`config.mk`:
```
export PLATFORM = sky130hd
export DESIGN_NAME = uart_rx_framer
export DESIGN_NICKNAME = d
export VERILOG_FILES = /design/src/rtl/uart_rx_framer.sv
export SDC_FILE = /design/constraint.sdc
export NUM_CORES = 1
export LEC_CHECK = 0
export ABC_AREA = 1
export CAP_MARGIN = 20
export CELL_PAD_IN_SITES_DETAIL_PLACEMENT = 0
export CELL_PAD_IN_SITES_GLOBAL_PLACEMENT = 2
export CORE_ASPECT_RATIO = 0.5
export CORE_MARGIN = 5
export CORE_UTILIZATION = 39
export CTS_BUF_LIST = sky130_fd_sc_hd__clkbuf_8
export CTS_CLUSTER_DIAMETER = 80
export DETAILED_ROUTE_END_ITERATION = 7
export PLACE_DENSITY = 0.9
export SLEW_MARGIN = 20
export SYNTH_ARGS = -nofsm -noshare
export SYNTH_HDL_FRONTEND = slang
export SYNTH_SLANG_ARGS = --single-unit
```
`constraint.sdc`:
```
create_clock -name clk_i -period 2.35 [get_ports clk_i]
set_input_delay 0.47 -clock clk_i [delete_from_list [all_inputs] [get_ports clk_i]]
set_output_delay 0.47 -clock clk_i [all_outputs]
set_load 0.05 [all_outputs]
```
`src/rtl/uart_rx_framer.sv`:
```
// 8N1 UART receiver: 2-FF synchronised input, mid-bit sampling, LSB first,
// valid/ack byte handshake with framing-error, overrun and false-start handling.
module uart_rx_framer #(
   parameter int CLKS_PER_BIT = 10416,
   parameter int HALF_BIT     = 5208
) (
   input  logic       clk_i,
   input  logic       rst_i,
   input  logic       RXD_i,
   output logic [7:0] data_o,
   output logic       data_valid_o,
   input  logic       data_ack_i,
   output logic       frame_err_o,
   output logic       overrun_o,
   output logic       busy_o
);
   typedef enum logic [2:0] {ST_IDLE, ST_START, ST_DATA, ST_STOP, ST_BREAK} state_t;

   localparam logic [13:0] BIT_LAST  = 14'(CLKS_PER_BIT - 1);
   localparam logic [13:0] HALF_LAST = 14'(HALF_BIT - 1);

   state_t      state, state_nxt;
   logic [13:0] cnt, cnt_nxt;
   logic [2:0]  idx, idx_nxt;
   logic [7:0]  shreg, shreg_nxt;
   logic        rx_meta, rxs;
   logic        load, ferr;

   // Synchroniser resets to the idle level so reset release never looks like a start bit
   always_ff @(posedge clk_i or negedge rst_i) begin
      if (!rst_i) begin
         rx_meta <= 1'b1;
         rxs     <= 1'b1;
      end else begin
         rx_meta <= RXD_i;
         rxs     <= rx_meta;
      end
   end

   always_ff @(posedge clk_i or negedge rst_i) begin
      if (!rst_i) begin
         state        <= ST_IDLE;
         cnt          <= '0;
         idx          <= '0;
         shreg        <= '0;
         data_o       <= '0;
         data_valid_o <= 1'b0;
         frame_err_o  <= 1'b0;
         overrun_o    <= 1'b0;
      end else begin
         state        <= state_nxt;
         cnt          <= cnt_nxt;
         idx          <= idx_nxt;
         shreg        <= shreg_nxt;
         if (load) data_o <= shreg;
         // A load in the same cycle as an ack wins: valid stays up, no overrun
         data_valid_o <= load | (data_valid_o & ~data_ack_i);
         frame_err_o  <= ferr;
         overrun_o    <= load & data_valid_o & ~data_ack_i;
      end
   end

   always_comb begin
      state_nxt = state;
      cnt_nxt   = cnt;
      idx_nxt   = idx;
      shreg_nxt = shreg;
      load      = 1'b0;
      ferr      = 1'b0;
      case (state)
         ST_IDLE: begin
            if (!rxs) begin
               state_nxt = ST_START;
               cnt_nxt   = '0;
            end
         end
         ST_START: begin
            if (cnt == HALF_LAST) begin
               cnt_nxt   = '0;
               idx_nxt   = '0;
               state_nxt = rxs ? ST_IDLE : ST_DATA;
            end else begin
               cnt_nxt = cnt + 14'd1;
            end
         end
         ST_DATA: begin
            if (cnt == BIT_LAST) begin
               shreg_nxt = {rxs, shreg[7:1]};
               cnt_nxt   = '0;
               idx_nxt   = idx + 3'd1;
               if (idx == 3'd7) state_nxt = ST_STOP;
            end else begin
               cnt_nxt = cnt + 14'd1;
            end
         end
         ST_STOP: begin
            // Decide at mid-stop so IDLE is re-armed half a bit before the next start
            if (cnt == BIT_LAST) begin
               cnt_nxt = '0;
               if (rxs) begin
                  load      = 1'b1;
                  state_nxt = ST_IDLE;
               end else begin
                  ferr      = 1'b1;
                  state_nxt = ST_BREAK;
               end
            end else begin
               cnt_nxt = cnt + 14'd1;
            end
         end
         ST_BREAK: begin
            if (rxs) state_nxt = ST_IDLE;
         end
         default: state_nxt = ST_IDLE;
      endcase
   end

   assign busy_o = (state != ST_IDLE);

endmodule

```
# Yosys cells after proc, flatten, opt, wreduce, memory -nomap -nowiden
# Cells that the tools add are included.
# W data, S select, Z words.
# op_classes
bitwise_logic,5
mux,22
n_reduce_logical,9
add_sub_neg,2
eq_ne,13
# ops
cell,n
$mux W14,3
$pmux W14 S3,1
$mux W3,9
$pmux W3 S5,1
$add A14 B1 Y14 const B,1
$eq A14 B13 Y1 const B,1
$eq A14 B14 Y1 const B,1
$ne A2 B2 Y1 const B,6
$eq A3 B2 Y1 const B,2
$eq A3 B3 Y1 const B,2
$mux W1,6
$pmux W3 S2,1
$reduce_and A6 Y1,1
$reduce_bool A3 Y1,2
$reduce_and A2 Y1,2
$add A3 B1 Y3 const B,1
$and A1 B1 Y1,3
$eq A3 B1 Y1 const B,1
$logic_not A3 Y1,1
$reduce_and A3 Y1,1
$mux W2,1
$reduce_bool A2 Y1,1
$reduce_or A2 Y1,1
$not A1 Y1,1
$or A1 B1 Y1,1
# word_totals
inputBits,4
wordCells,61
register_bits,41
out_inout_bits,12

# Logic depth before layout (Yosys ltp)
# Gate-level depths: netlist (run 1).
# logic_depth
depth_word,5
mapped_depth,9
mapped_depth_nobuf,9

# Worst setup path before layout (run 1)
# No wires, ideal clock.
# synth_timing
path_type,flip-flop to output port
from,register state[1]
to,output port busy_o
n_path_buf,0
arrival_time_ns,0.913
t_required_ns,1.880
stages_incl_launch_ff,3
slack_ns,0.967
cell_sequence,dfrtp_1 -> nor2_1 -> nand2_1
# synth_between
elab_chain_len,1
# synth_rtl
item,line_no,source
start: declaration,22,"state_t state, state_nxt;"
start signal: assignment,51,state <= state_nxt;
$reduce_bool A3 Y1,118,assign busy_o = (state != ST_IDLE);
end: declaration,15,output logic busy_o
# No other way between the ends.

# Final worst setup path (run 1)
# layout_timing
from,register data_o[7]
to,output port data_o[7]
# layout_lines
item,line_no,source
start: declaration,10,"output logic [7:0] data_o,"
start signal: assignment,55,if (load) data_o <= shreg;
# No word-level cell between the ends.

==> results of run 1 <==
-- stage by stage --
| stage | total power (uW) | setup slack, ns | instance area (um^2) |
|---|---|---|---|
| 4_1_cts | 1230 | 0.1170 | 2512 |
| 3_3_place_gp | 747.4 | 0.4952 | 2422 |
| 3_5_place_dp | 748.5 | 0.4522 | 2422 |
| 2_1_floorplan | 726.0 | 0.9666 | 2190 |
| 5_1_grt | 1272 | 0.3700 | 2515 |
| 6_report | 1215 | 0.4260 | 2515 |
-- Yosys cell counts --
master      n  area (um^2)
clkinv_2    1        5.000
nand2_2     2        12.51
nor2_8      2        40.04
nand3_1    31        155.2
nor2_1     29        108.9
xor2_1      7        61.31
nand2_4     3        33.78
nor2_2      5        31.28
and2_1      1        6.260
and3_1      1        6.260
nand3_2     2        20.02
inv_2       1        3.750
a21oi_2     1        8.760
nand4_1     6        37.54
dfrtp_1    39        975.9
dfstp_2     2        52.55
nand2_1   108        405.4
nor3_1      3        15.01
nor2_4      2        22.52
buf_4       1        7.510
inv_1      23        86.33
ha_1        4        50.05
buf_6       1        11.26
nand3b_1    1        7.510
o21ai_0     5        25.02
-- metal layers --
layer | track usage, % | routed length, um | up-vias
met5 | 0 | 0 | -
met1 | 20.86 | 2456 | 813
li1 | - | - | 924
met3 | 3.288 | 258 | 4
met2 | 23.14 | 2014 | 37
met4 | 3.763 | 30 | 0
-- area by class of cell --
type,count,share of cell area (%)
inverter,25,3.781
sequential,41,40.90
clock buffer,6,3.284
timing repair buffer,17,6.468
multi-input combinational,213,41.64
tap,73,3.632
clock inverter,1,0.2985
-- flip-flops by register name, summed over array words and instances (netlist names) --
register and count:
data_valid_o 1, frame_err_o 1, cnt 14, rx_meta 1, state 3, overrun_o 1
rxs 1, data_o 8, idx 3, shreg 8
-- where the power goes --
part / internal (uW) / switching [uW]
registers: 708 / 1.44
clock network: 232 / 250
logic: 6.30 / 17.3
-- path summary, 6_finish.rpt --
path / from / to / cells past startpoint
worst min register to register: rx_meta / rxs / 0
min in group clk_i: rx_meta / rxs / 0
max in group asynchronous: rst_i / rx_meta / 2
worst max-delay path: data_o[7] / data_o[7] / 1
worst max register to register: cnt[8] / data_o[3] / 7
worst min-delay path: rst_i / data_o[1] / 1
-- cells by family (layout without fill, tap and decap cells) --
kind of cell | Yosys count | count (layout)
AND/OR/NAND/NOR | 196 | 196
flip-flops | 41 | 41
buffers and inverters | 27 | 49
XOR/XNOR | 7 | 7
AO/OA/AOI/OAI | 6 | 6
adder cells (fa/ha/maj) | 4 | 4
==> run summary, run 1 <==
status - finished, final reports clean
die span in x - 116.0 um
cts bufs inserted - 5
critical path class - flip-flop to primary output
Worst-path clk slew - 0.08 ns
CP required - 1.88 ns
largest net degree at the start of global routing - 16
Worst path slowest cell - clkdlybuf4s50_1
simple logic cell fraction of the synthesized area - 41.20%
Hold Path Class - input port to asynchronous set/reset pin
CP Capture Type - primary output
routed len/inst - 12.66 um
multi-input logic area - 1047 um^2
Max Buffers Root-to-Sink - 2
Post-Synthesis Cell Area - 2190 um^2
cell count after synthesis - 281
die area - 7304 um^2
Worst Path Arrival - 1.45 ns
final core occ - 46.00%
Yosys cell types - 25
Die Height - 62.99 um
FF+latch count, synth - 41
Starting Density - 40.05%
worst hold slack - 0.04953 ns
total congestion overflow - 0
Setup TNS - 0 ns
Hold Vio Cnt, Final - 0
Rows - 19
layout cells sized above 1 - 10.23%
Slew @ Worst Pin - 0.5035 ns
first-pass GRT wire length - 8.687 mm
number of hold buffers added after CTS - 0
Tot GR Track Use - 14.85%
register area share after synthesis - 46.97%
Fillers - 565
YS warnings - 0
routability cong. - 0.8657
slowest cell delay on critical path - 0.81 ns
IR drop worst, VDD - 204.0 uV
DR vias - 1778
hpwl dp - 3.639 mm
critical path's top delay family - buffers and inverters
FF/Latch Area - 1028 um^2
Post-Syn Nets - 289
crit-path max FO - 2
PD cells - 483.1 nW/um^2
crit path launch type - flip-flop
post_cts resized - 0
ant diodes - 0
crit-path cells - clkdlybuf4s50_1
main combinational cell family by area after synthesis - simple AND/OR/NAND/NOR gates
Area Overhead vs Synth - 14.86%
Pleak - 0.001292 uW
core footprint - 5468 um^2
vias in the first global route - 1786
Highest Clock Rate - 0.5198 GHz
Slew headroom - 66.33%
Routed Antenna Nets - 0
placed insts - 369
Slew Viols, Final - 0
complex-gate fraction of the synthesized area - 1.543%
Post-Layout Cell Count - 376
mux share of post-synthesis cell area - 0%
I/O Pins - 16
H-tree levels - 2
unrepaired setup endpoints after global routing - false
Final setup viols - 0
commonest non-fill, non-tap cell in the layout - nand2_1
fin crit share - 81.87%
clock latency on the worst-skew pair - 0.29 ns
total length of routed wires - 4.760 mm
setup slack, reg-to-reg - 0.66 ns
post-synthesis adder-cell area fraction - 2.286%
max-cap violations - 0
initial DRC count - 132
most frequent cells in the layout - nand2_1, dfrtp_1, nand3_1
clk_skew - 0.004947 ns
XOR/XNOR share of the synthesized area - 2.800%
# DRC - 0
initial antenna violation count - 0
nets - 311
vias per cell - 4.729
CP bufs+invs - 1
clk sinks - 41
syn avg cell area - 7.792 um^2
Tmin final - 1.924 ns
Port Buffers - 15
first-pass iteration count of the detailed router - 4
CTS tree - yes
post-CTS setup buffer count - 0
Root Buffer - clkbuf_8
Power figures use the tool's default switching activity.
==> run 2, diff against run 1 <==
Settings changed: CORE_UTILIZATION 39 to 36, PLACE_DENSITY 0.9 to 0.84.
Clock period 2.35 ns to 1.95 ns, I/O delays scaled along.
==> run summary, run 2 (same netlist as run 1, synthesis figures left out) <==
IR drop worst, VDD - 272.1 uV
post_cts resized - 0
worst r2r dst - data_o[3]
routability cong. - 0.8239
PD cells - 628.0 nW/um^2
crit-path max FO - 2
Slew Viols, Final - 0
initial antenna violation count - 0
Rows - 20
Hold Path Class - input port to asynchronous set/reset pin
slowest cell delay on critical path - 0.80 ns
most frequent cells in the layout - nand2_1, dfrtp_1, nand3_1
Setup TNS - 0 ns
Port Buffers - 15
layout cells sized above 1 - 10.56%
Biggest register - cnt
CP bufs+invs - 1
DR vias - 1820
number of hold buffers added after CTS - 0
Worst path slowest cell - clkdlybuf4s50_1
critical path's top delay family - buffers and inverters
Highest Clock Rate - 0.5422 GHz
multi-input logic area - 1047 um^2
first-pass iteration count of the detailed router - 4
I/O Pins - 16
Slew headroom - 64.07%
# DRC - 0
Slew @ Worst Pin - 0.5389 ns
Worst-path clk slew - 0.09 ns
clk sinks - 41
setup slack, reg-to-reg - 0.26 ns
total length of routed wires - 4.891 mm
first-pass GRT wire length - 8.914 mm
commonest non-fill, non-tap cell in the layout - nand2_1
cts bufs inserted - 5
hpwl dp - 3.647 mm
worst reg2reg startpoint - cnt[0]
largest net degree at the start of global routing - 42
crit path launch type - flip-flop
routed len/inst - 12.87 um
vias in the first global route - 1858
Hold Vio Cnt, Final - 0
CP required - 1.56 ns
die span in x - 120.3 um
Area Overhead vs Synth - 15.66%
Setup crit start - data_o[5]
Final setup viols - 0
status - finished, final reports clean
Setup crit end - data_o[5]
Starting Density - 36.61%
Tmin final - 1.844 ns
die area - 7836 um^2
Die Height - 65.15 um
initial DRC count - 120
core footprint - 5981 um^2
critical path class - flip-flop to primary output
number of flip-flops in the largest register - 14
ant diodes - 0
vias per cell - 4.789
clock latency on the worst-skew pair - 0.30 ns
Fillers - 638
crit-path cells - clkdlybuf4s50_1
CP Capture Type - primary output
Regs by FF count - cnt (14), data_o (8), shreg (8)
max-cap violations - 0
post-CTS setup buffer count - 0
nets - 310
R2R depth - 7
Worst Path Arrival - 1.45 ns
fin crit share - 94.59%
Max Buffers Root-to-Sink - 2
H-tree levels - 2
total congestion overflow - 0
clk_skew - 0.007668 ns
Tot GR Track Use - 14.19%
Root Buffer - clkbuf_8
Routed Antenna Nets - 0
critical path depth - 1
CTS tree - yes
FF/Latch Area - 1028 um^2
Design Power - 1590 uW
Pleak - 0.001299 uW
unrepaired setup endpoints after global routing - false
run 2: cell types whose count changed in the layout (fill, tap and decap cells not counted):
cell / delta
bufinv_16: +1
clkbuf_8: -1
clkinv_4: +1
dlymetal6s2s_1: -1
run 2: layer usage:
layer | GRT usage (%) | up-vias | share of wire, %
met5 | 0 | - | 0
met4 | 3.249 | 0 | 0.70
met1 | 19.31 | 858 | 50
li1 | - | 926 | -
met2 | 22.99 | 32 | 45
met3 | 3.611 | 4 | 4.6
run 2: how the worst min path moves through the flow:
stage / from / to / slack (ns) / cells after the start
floorplan: rst_i / cnt[0] / 0.09 / 0
CTS: rst_i / data_o[5] / 0.17 / 2
global route: rst_i / data_o[5] / 0.20 / 2
global placement: rx_meta / rxs / 0.35 / 0
finish: rst_i / data_o[5] / 0.15 / 2
detailed placement: rx_meta / rxs / 0.35 / 0
run 2: area by class of cell:
class,count,share of cell area [%]
Inverter,25,3.755
Clock buffer,5,2.717
Timing Repair Buffer,16,5.929
Clock inverter,3,1.828
Sequential cell,41,40.61
Multi-Input combinational cell,213,41.35
Tap cell,77,3.804
run 2: power by group:
group,switching (uW),internal [uW]
logic,20.6,6.26
clock network,325,384
registers,1.69,853
total,347,1240
run 2: through the flow:
| stage | instance area, um^2 | util [%] | hold WS [ns] | setup slack (ns) | instances |
|---|---|---|---|---|---|
| after global placement | 2417 | 40.42 | 0.3453 | 0.3102 | 372 |
| after global routing | 2532 | 42.34 | 0.2049 | 0.03410 | 380 |
| final | 2532 | 42.34 | 0.1478 | 0.1056 | 380 |
| after floorplan | 2190 | - | 0.09441 | 0.6275 | 281 |
| after detailed placement | 2417 | 40.42 | 0.3472 | 0.2828 | 372 |
| after CTS | 2532 | 42.34 | 0.1696 | 0.08957 | 380 |
==> run 3, diff against run 2 <==
Settings changed: RECOVER_POWER set to 100.
==> run summary, run 3 (same netlist as run 1, synthesis figures left out) <==
fin crit share - 94.74%
worst r2r dst - cnt[3]
Port Buffers - 15
Setup TNS - 0 ns
crit path launch type - flip-flop
FF/Latch Area - 1028 um^2
Die Height - 65.15 um
ant diodes - 0
Tot GR Track Use - 14.19%
clk sinks - 41
# DRC - 0
Worst path slowest cell - clkdlybuf4s50_1
largest net degree at the start of global routing - 42
PD cells - 636.4 nW/um^2
Regs by FF count - cnt (14), data_o (8), shreg (8)
crit-path cells - clkdlybuf4s50_1
initial antenna violation count - 0
Placed Instance Area - 2417 um^2
routability cong. - 0.8239
multi-input logic area - 1031 um^2
Worst-path clk slew - 0.09 ns
vias in the first global route - 1858
Design Power - 1597 uW
Worst Path Arrival - 1.46 ns
initial DRC count - 120
worst reg2reg startpoint - cnt[0]
clock latency on the worst-skew pair - 0.30 ns
Slew Viols, Final - 0
Hold Vio Cnt, Final - 0
CTS tree - yes
I/O Pins - 16
unrepaired setup endpoints after global routing - false
IR drop worst, VDD - 272.6 uV
clk_skew - 0.01041 ns
Max Buffers Root-to-Sink - 2
max-cap violations - 0
crit-path max FO - 2
number of flip-flops in the largest register - 14
worst hold slack - 0.3381 ns
Root Buffer - clkbuf_8
Final setup viols - 0
H-tree levels - 2
routed len/inst - 13.06 um
critical path class - flip-flop to primary output
die area - 7836 um^2
core footprint - 5981 um^2
number of hold buffers added after CTS - 0
CP required - 1.56 ns
Final Instance Area - 2510 um^2
post_cts resized - 0
Hold Path Class - input port to asynchronous set/reset pin
Highest Clock Rate - 0.5413 GHz
Slew headroom - 30.76%
status - finished, final reports clean
Starting Density - 36.61%
Fillers - 643
post-CTS setup buffer count - 0
Area Overhead vs Synth - 14.63%
Tmin final - 1.847 ns
most frequent cells in the layout - nand2_1, dfrtp_1, nor2_1, nand3_1, inv_1
total length of routed wires - 4.963 mm
cts bufs inserted - 5
first-pass GRT wire length - 8.914 mm
slowest cell delay on critical path - 0.80 ns
Biggest register - cnt
Routed Antenna Nets - 0
die span in x - 120.3 um
vias per cell - 4.724
Pleak - 0.001300 uW
Slew @ Worst Pin - 1.039 ns
CP Capture Type - primary output
Rows - 20
first-pass iteration count of the detailed router - 4
CP bufs+invs - 1
setup slack, reg-to-reg - 0.17 ns
nets - 310
commonest non-fill, non-tap cell in the layout - nand2_1
hpwl dp - 3.647 mm
DR vias - 1795
R2R depth - 8
critical path's top delay family - buffers and inverters
total congestion overflow - 0
layout cells sized above 1 - 9.241%
## run 3: cell types whose count changed in the layout (fill, tap and decap cells not counted), sizes merged
cell / delta
buf: -2
clkbuf: +2
clkdlybuf4s50: -1
clkinv: -1
dlygate4sd3: +1
inv: +1
## run 3: worst max-delay path by stage
stage | startpoint | end | slack, ns | cells past startpoint
floorplan | cnt[0] | cnt[2] | 0.63 | 8
global placement | cnt[0] | cnt[8] | 0.31 | 8
detailed placement | cnt[0] | data_o[3] | 0.28 | 7
CTS | data_o[6] | data_o[6] | 0.09 | 1
finish | data_o[6] | data_o[6] | 0.10 | 1
global route | cnt[0] | cnt[3] | 0.02 | 8
## run 3: metal layers
metal	part of all wire (%)	up-vias	global-route usage [%]
met4	0.81	0	3.249
li1	-	925	-
met2	44	27	22.99
met3	4.3	5	3.611
met1	51	838	19.31
met5	0	-	0
## run 3: cell type report
type / count / share of cell area, %
multi-input combinational: 213 / 41.08
sequential: 41 / 40.98
timing repair buffer: 16 / 5.783
tap: 77 / 3.838
inverter: 25 / 3.739
clock buffer: 5 / 2.742
clock inverter: 3 / 1.844
## run 3: through the flow
step / setup WS, ns / instances / utilization, %
3_5_place_dp: 0.2828 / 372 / 40.42
3_3_place_gp: 0.3102 / 372 / 40.42
6_report: 0.1025 / 380 / 41.97
2_1_floorplan: 0.6275 / 281 / -
4_1_cts: 0.08957 / 380 / 42.34
5_1_grt: 0.02316 / 380 / 41.97
## run 3: where the power goes
group          internal (uW)  leakage [uW]  switching (uW)
clock                    384     0.0000543             333
combinational           5.16      0.000695            20.6
sequential               853      0.000551            1.63
